<file path="src/rtl/alu_pkg.sv">
// Shared definitions for the 4-bit ALU and its two-requester scheduler:
// opcode encoding, scheduler FSM state encoding and the command record.
package alu_pkg;

    localparam logic [2:0] OP_ADD   = 3'd0;
    localparam logic [2:0] OP_SUB   = 3'd1;
    localparam logic [2:0] OP_MUL   = 3'd2;
    localparam logic [2:0] OP_DIV   = 3'd3;
    localparam logic [2:0] OP_SHL_A = 3'd4;
    localparam logic [2:0] OP_SHR_A = 3'd5;
    localparam logic [2:0] OP_SHL_B = 3'd6;
    localparam logic [2:0] OP_SHR_B = 3'd7;

    typedef logic [1:0] state_t;
    localparam state_t ST_IDLE = 2'd0;
    localparam state_t ST_EXEC = 2'd1;
    localparam state_t ST_RESP = 2'd2;

    typedef struct packed {
        logic [3:0] a;
        logic [3:0] b;
        logic [2:0] op;
        logic       id;
    } cmd_t;

endpackage

</file>
<file path="src/rtl/alu.sv">
// Combinational 4-bit ALU. Operands are zero-extended to 8 bits and the
// result wraps mod 256. A divide by zero returns 0 so the output never
// goes unknown; callers that care about that case handle it themselves.
module alu
    import alu_pkg::*;
(
    input  logic [3:0] i_a,
    input  logic [3:0] i_b,
    input  logic [2:0] i_op,
    output logic [7:0] o_y
);

    logic [7:0] w_a;
    logic [7:0] w_b;

    assign w_a = {4'h0, i_a};
    assign w_b = {4'h0, i_b};

    // Opcode decode onto the zero-extended operands
    always_comb begin
        o_y = 8'h00;
        case (i_op)
            OP_ADD:   o_y = w_a + w_b;
            OP_SUB:   o_y = w_a - w_b;
            OP_MUL:   o_y = w_a * w_b;
            OP_DIV:   o_y = (i_b == 4'h0) ? 8'h00 : (w_a / w_b);
            OP_SHL_A: o_y = w_a << 3;
            OP_SHR_A: o_y = w_a >> 3;
            OP_SHL_B: o_y = w_b << 3;
            OP_SHR_B: o_y = w_b >> 3;
            default:  o_y = 8'h00;
        endcase
    end

endmodule

</file>
<file path="src/rtl/alu_sched.sv">
// Two-requester round-robin scheduler in front of one shared alu.
// IDLE grants and latches a command, EXEC captures the alu result,
// RESP holds the tagged response until the consumer takes it.
// Optional feature macro: ALU_SCHED_DIVZ_CHECK_EN -- when defined, op 3
// with b == 0 returns DIVZ_VALUE and raises rsp_err.
module alu_sched
    import alu_pkg::*;
#(
    parameter logic [7:0] DIVZ_VALUE = 8'hFF
) (
    input  logic       clk,
    input  logic       rst,
    input  logic       req0_valid,
    output logic       req0_ready,
    input  logic [3:0] req0_a,
    input  logic [3:0] req0_b,
    input  logic [2:0] req0_op,
    input  logic       req1_valid,
    output logic       req1_ready,
    input  logic [3:0] req1_a,
    input  logic [3:0] req1_b,
    input  logic [2:0] req1_op,
    output logic       rsp_valid,
    input  logic       rsp_ready,
    output logic       rsp_id,
    output logic [7:0] rsp_data,
    output logic       rsp_err,
    output logic       busy
);

    state_t     r_state;
    cmd_t       r_cmd;
    logic       r_last_id;
    logic [7:0] r_rsp_data;
    logic       r_rsp_id;
    logic       r_rsp_err;

    logic       w_idle;
    logic       w_grant;
    logic       w_gnt_id;
    logic [7:0] w_alu_y;
    logic [7:0] w_rsp_data_n;
    logic       w_rsp_err_n;
    cmd_t       w_cmd_n;

    assign w_idle  = (r_state == ST_IDLE);
    assign w_grant = w_idle && (req0_valid || req1_valid);

    // Round-robin pick: on contention the requester not served last wins;
    // otherwise whichever one is asking
    always_comb begin
        w_gnt_id = 1'b0;
        if (req0_valid && req1_valid) w_gnt_id = ~r_last_id;
        else if (req1_valid)          w_gnt_id = 1'b1;
    end

    assign req0_ready = w_grant && !w_gnt_id;
    assign req1_ready = w_grant &&  w_gnt_id;

    // Mux the winning requester's fields into a command record
    always_comb begin
        w_cmd_n = w_gnt_id ? '{a: req1_a, b: req1_b, op: req1_op, id: 1'b1}
                           : '{a: req0_a, b: req0_b, op: req0_op, id: 1'b0};
    end

    alu u_alu (
        .i_a  (r_cmd.a),
        .i_b  (r_cmd.b),
        .i_op (r_cmd.op),
        .o_y  (w_alu_y)
    );

`ifdef ALU_SCHED_DIVZ_CHECK_EN
    logic w_divz;
    assign w_divz       = (r_cmd.op == OP_DIV) && (r_cmd.b == 4'h0);
    assign w_rsp_data_n = w_divz ? DIVZ_VALUE : w_alu_y;
    assign w_rsp_err_n  = w_divz;
`else
    // DIVZ_VALUE only matters with the check compiled in
    logic w_unused_divz;
    assign w_unused_divz = ^DIVZ_VALUE;
    assign w_rsp_data_n  = w_alu_y;
    assign w_rsp_err_n   = 1'b0;
`endif

    // FSM, command register, arbitration history and response register
    always_ff @(posedge clk or posedge rst) begin
        if (rst) begin
            r_state    <= ST_IDLE;
            r_cmd      <= '0;
            r_last_id  <= 1'b1;
            r_rsp_data <= 8'h00;
            r_rsp_id   <= 1'b0;
            r_rsp_err  <= 1'b0;
        end else begin
            case (r_state)
                ST_IDLE: begin
                    if (w_grant) begin
                        r_cmd     <= w_cmd_n;
                        r_last_id <= w_gnt_id;
                        r_state   <= ST_EXEC;
                    end
                end
                ST_EXEC: begin
                    r_rsp_data <= w_rsp_data_n;
                    r_rsp_id   <= r_cmd.id;
                    r_rsp_err  <= w_rsp_err_n;
                    r_state    <= ST_RESP;
                end
                ST_RESP: begin
                    if (rsp_ready) r_state <= ST_IDLE;
                end
                default: r_state <= ST_IDLE;
            endcase
        end
    end

    assign rsp_valid = (r_state == ST_RESP);
    assign rsp_id    = r_rsp_id;
    assign rsp_data  = r_rsp_data;
    assign rsp_err   = r_rsp_err;
    assign busy      = !w_idle;

endmodule
</file>
<file path="config.mk">
export PLATFORM = sky130hd
export DESIGN_NAME = alu_sched
export DESIGN_NICKNAME = d
export VERILOG_FILES = /design/src/rtl/alu_pkg.sv /design/src/rtl/alu.sv /design/src/rtl/alu_sched.sv
export SDC_FILE = /design/constraint.sdc
export NUM_CORES = 1
export LEC_CHECK = 0
export BUFFER_PORTS_ARGS = -buffer_cell sky130_fd_sc_hd__clkbuf_2
export CELL_PAD_IN_SITES_DETAIL_PLACEMENT = 1
export CELL_PAD_IN_SITES_GLOBAL_PLACEMENT = 1
export CORE_MARGIN = 2
export CORE_UTILIZATION = 44
export CTS_CLUSTER_DIAMETER = 40
export DETAILED_ROUTE_END_ITERATION = 8
export GPL_TIMING_DRIVEN = 0
export PLACE_DENSITY = 0.87
export SYNTH_ARGS = -nofsm -noshare
export SYNTH_HDL_FRONTEND = slang
export SYNTH_SLANG_ARGS = --single-unit
</file>
<file path="constraint.sdc">
create_clock -name clk -period 10.89 [get_ports clk]
set_input_delay 0.5445 -clock clk [delete_from_list [all_inputs] [get_ports clk]]
set_output_delay 0.5445 -clock clk [all_outputs]
set_load 0.005 [all_outputs]
</file>
Word-level counts from Yosys, hierarchy flattened --
Cells that the tools add are included. W data, S select, Z words.
Storage, ports and cells: bits of input ports 27, flip-flop bits (word level) 24, output and inout port bits 14
Cells by class: add/subtract/negate cells 2, eq/ne operators 11, multiply operators 1, bitwise gates (word level) 1, multiplexer cells 8, reduce and logical (&&, ||, !) cells 12, divide/modulo/power cells 1
Operator list (count):
- $pmux W8 S8 | 1
- $eq A3 B3 Y1 const B | 4
- $mux W12 | 1
- $div A4 B4 Y8 | 1
- $mul A4 B4 Y8 | 1
- $mux W8 | 1
- $eq A3 B2 Y1 const B | 2
- $pmux W2 S3 | 1
- $add A4 B4 Y5 | 1
- $sub A4 B4 Y5 | 1
- $logic_and A1 B1 Y1 | 4
- $logic_not A4 Y1 | 1
- $mux W2 | 2
- $ne A2 B1 Y1 const B | 2
- $reduce_and A2 Y1 | 2
- $eq A3 B1 Y1 const B | 1
- $logic_not A3 Y1 | 1
- $eq A2 B1 Y1 const B | 1
- $eq A2 B2 Y1 const B | 1
- $logic_not A1 Y1 | 2
- $logic_not A2 Y1 | 1
- $mux W1 | 2
- $logic_or A1 B1 Y1 | 1
- $not A1 Y1 | 1

Logic depth before layout (Yosys ltp) --
word-level depth 4, gate-level depth with buffers 50

Modules after synthesis --
From an unflattened synthesis, not the netlist that was laid out.
Second synthesis, totals: cell total of the unflattened synthesis 389, area total of the unflattened synthesis 3251.9 µm²
Modules (own cells, without submodules):
- alu | area each 2149.6 µm², times used 1, sequential area each 0.0 µm², cells an instance 289
- alu_sched | area each 1102.3 µm², times used 1, sequential area each 601.8 µm², cells an instance 100

Least setup slack after synthesis --
OpenSTA, ideal clock, no wires.
kind register -> register, start point register r_cmd[6] (netlist bit), end point register r_rsp_data[0] (netlist: rsp_data[0]), arrival 8.539 ns, buffers on the path 3, stages on the path, launching flop included 43, data required time 10.733 ns, setup slack 2.194 ns, cell sequence dfrtp_1 -> clkbuf_1 -> inv_1 -> ha_1 -> o211a_1 -> a211oi_1 -> o221ai_1 -> and3_2 -> ha_1 -> or3_1 -> o221ai_1 -> nor3_1 -> a21o_1 -> ha_1 -> nand2_1 -> o21ai_0 -> a211o_1 -> buf_6 -> [7 not listed] -> a21oi_1 -> ha_1 -> o21a_1 -> o21ai_0 -> nand2b_1 -> a21oi_1 -> nor3b_1 -> o211a_1 -> mux2i_1 -> ha_1 -> a21o_1 -> a21o_1 -> a21oi_1 -> nor2_1 -> nor4_1 -> nand4_1 -> o211ai_1 -> a311oi_1
Between the ends: cells in the longest elaborated chain, start to end 3, elaborated cells on any way between the ends 4, classes of those cells div (1); mux (2); reduce/logical (1)
RTL lines:
- start: declaration | RTL line alu_sched.sv:32 | cmd_t r_cmd;
- start signal: assignment | RTL line alu_sched.sv:99 | r_cmd <= w_cmd_n;
- $div A4 B4 Y8 or $logic_not A4 Y1 (tied branches) | RTL line alu.sv:26 | OP_DIV: o_y = (i_b == 4'h0) ? 8'h00 : (w_a / w_b);
- $mux W8 (*) | RTL line alu.sv:26
- $pmux W8 S8 (*) | RTL line alu.sv:22 | case (i_op)
- end signal: assignment | RTL line alu_sched.sv:105 | r_rsp_data <= w_rsp_data_n;
- end: declaration | RTL line alu_sched.sv:34 | logic [7:0] r_rsp_data;
Every way passes the cells marked *; elsewhere a longest branch is shown, timed or not. A chain may end at the register's enable or synchronous reset.

Final worst setup path --
start point register r_cmd[5] (netlist bit), end point register r_rsp_data[0] (netlist: rsp_data[0])
The elaborated chain is that of the path after synthesis.

==> impl_metrics.json <==
{
  "outcome": "completed",
  "grt_pass1_vias": 3214,
  "slew_headroom": 0.379,
  "stdcell_count": 530,
  "cts_buffer_depth": 2,
  "reg2reg_slack_ns": 0.78,
  "ys.flop_type": "dfrtp_1",
  "die_height_microns": 88.2,
  "via_per_inst": 5.83,
  "synth_cell_types": 56,
  "ff_latch_area_sq_um": 603,
  "timing.fmax_mhz": 98.9,
  "dr.first_iter.drc_count": 164,
  "synthToLayoutAreaGrowth_pct": 14.0,
  "drt_first_pass_iters": 4,
  "rr_worst_depth": 42,
  "synth_top_cell_by_area": "ha_1",
  "grt_max_degree": 25,
  "drcViolationCount": 0,
  "finalHoldViolCount": 0,
  "postSynthAreaPerCell_sq_um": 8.08,
  "crit_fanout": 11,
  "crit_type": "reg2reg",
  "die_x_microns": 88.2,
  "cap_violations": 0,
  "vias": 3090,
  "crit_start": "r_cmd[5]",
  "gp_congestion": 0.904,
  "worst_path_max_delay_cell": "dfrtp_1",
  "period_minus_slack_ns": 10.11,
  "synth.yosys.seq_area_share": 0.193,
  "ant_nets": 0,
  "root_buffer": "clkbuf_8",
  "portBuffers": 39,
  "netlist_area_sq_um": 3120,
  "hpwl_mm": 7.59,
  "ys_seq_elements": 24,
  "drive_gt1_frac": 0.150,
  "nets": 517,
  "numClockSinks": 24,
  "final_cell_mix": "49 x ha_1, 43 x inv_1, 39 x clkbuf_2, 32 x o21ai_0, 27 x nor2_1",
  "grt_overflow": 0,
  "crit_end": "rsp_data[0]",
  "drv_slew": 0,
  "clk_latency_ns": 0.27,
  "die_area_sq_um": 7780,
  "fillCellCount": 858,
  "dpl.cell_count": 525,
  "worstReg2RegStart": "r_cmd[5]",
  "worstMarginPinSlew_ns": 0.930,
  "cts_hold_buffers": 0,
  "clock_skew_ns": 0.00202,
  "dp_slack_ns": 0.210,
  "antenna_found_initial": 0,
  "slowest_delay_ns": 0.54,
  "grtUsageTotal": 0.250,
  "synth_top_area_share": 0.197,
  "worst_path_most_repeated_cell": "ha_1",
  "netlist_instances": 386,
  "synth-edff-count": 0,
  "io_pins": 41,
  "synthArstFlopShare": 1.00,
  "synthTopCellsByArea": "ha_1 20%, dfrtp_1 18%, inv_1 5.3%",
  "multi_input_area_sq_um": 2310,
  "cp.arrival_ns": 10.24,
  "grt_pass1_wl_mm": 15.3,
  "worst_slack_ns": 0.778,
  "start_util": 0.456,
  "cts_tree": "done",
  "htreeDepth": 1,
  "cts_buffers": 3,
  "clk_pin_slew_ns": 0.09,
  "fp.coreArea_sq_um": 6830,
  "row_count": 30,
  "yosys_warnings": 0,
  "layout_commonest_cell": "ha_1",
  "wl_per_cell_microns": 18.0,
  "r2r-end": "rsp_data[0]",
  "finalCritPeriodShare": 0.929,
  "hp-class": "in2async",
  "end_kind": "flip-flop",
  "cp_data_required_time_ns": 11.02,
  "n_antenna_cell": 0,
  "setup_tns_ns": 0,
  "setup_viol": 0,
  "start_kind": "flip-flop",
  "drt-total-wl_mm": 9.53
}
## worst min path at each step
stage | startpoint | to | slack, ns
finish | rst | rsp_data[2] | 0.45
global route | rsp_ready | r_state[1] | 0.47
detailed placement | rsp_data[3] | rsp_data[3] | 0.47
floorplan | r_cmd[0] | r_cmd[0] | 0.45
CTS | rsp_ready | r_state[1] | 0.47
global placement | rsp_data[5] | rsp_data[5] | 0.47
## synthesized netlist by cell type, types with 4 or more instances
cell	instances
o211ai_1	5
o211a_1	4
a222oi_1	11
nand2_1	25
mux2_2	5
a21oi_1	25
fa_1	6
nor2_1	27
or3_1	7
a21o_1	12
ha_1	49
o21ai_0	32
xnor2_1	11
o21a_1	7
clkbuf_1	12
inv_1	44
dfrtp_1	23
nor3_1	11
nand2b_1	9
nor4_1	5
## state kept, by name (all words and copies together) (netlist names)
register   flops
r_cmd         12
r_last_id      1
rsp_id         1
r_state        2
rsp_data       8
## kinds of logic after synthesis
| logic type | count (synthesis) | synth area share |
|---|---|---|
| simple gates | 103 | 0.163 |
| other cells | 1 | 0.00120 |
| fa+ha+maj | 55 | 0.235 |
| mux | 8 | 0.0293 |
| xor+xnor | 14 | 0.0393 |
| flops | 24 | 0.193 |
| compound gates | 122 | 0.264 |
| buf+inv | 59 | 0.0750 |
## per-stage QoR
step	cell area (sq um)	util	hold slack, ns
3_3_place_gp	3450	0.505	0.467
5_1_grt	3550	0.520	0.470
2_1_floorplan	3130	-	0.446
4_1_cts	3520	0.515	0.475
6_report	3550	0.520	0.448
3_5_place_dp	3450	0.505	0.473
## worst max-delay path, delay by kind of cell, from the launching register on
kind	cells	cell delay (ns)
buffers and inverters	3	0.64
adders and majority gates	6	1.83
and+or+nand+nor	10	2.11
AOI/OAI and AO/OA	22	4.62
DFF	1	0.54
muxes	1	0.22
## area by class of cell
cell class | count | area share
multi-input combinational | 307 | 0.651
buffer | 14 | 0.0183
sequential | 24 | 0.170
clock buffer | 3 | 0.0116
timing repair buffer | 41 | 0.0592
inverter | 44 | 0.0475
clock inverter | 1 | 0.00845
tap | 96 | 0.0338
## timing repair
action | in CTS | in global routing
setup endpoints to repair | 0 | 1
buffers inserted | 0 | 2
resized for setup | 0 | 5
## metal layers
metal,global-route usage,vias to the layer above,routed length [microns]
met3,0.0217,18,422
met5,0,-,0
met2,0.468,83,5000
met1,0.304,1494,3910
li1,-,1495,-
met4,0.0702,0,190
Power is left out: the tool's default activity adds up to more than one toggle a clock period on the data nets, which glitch-free logic cannot reach.
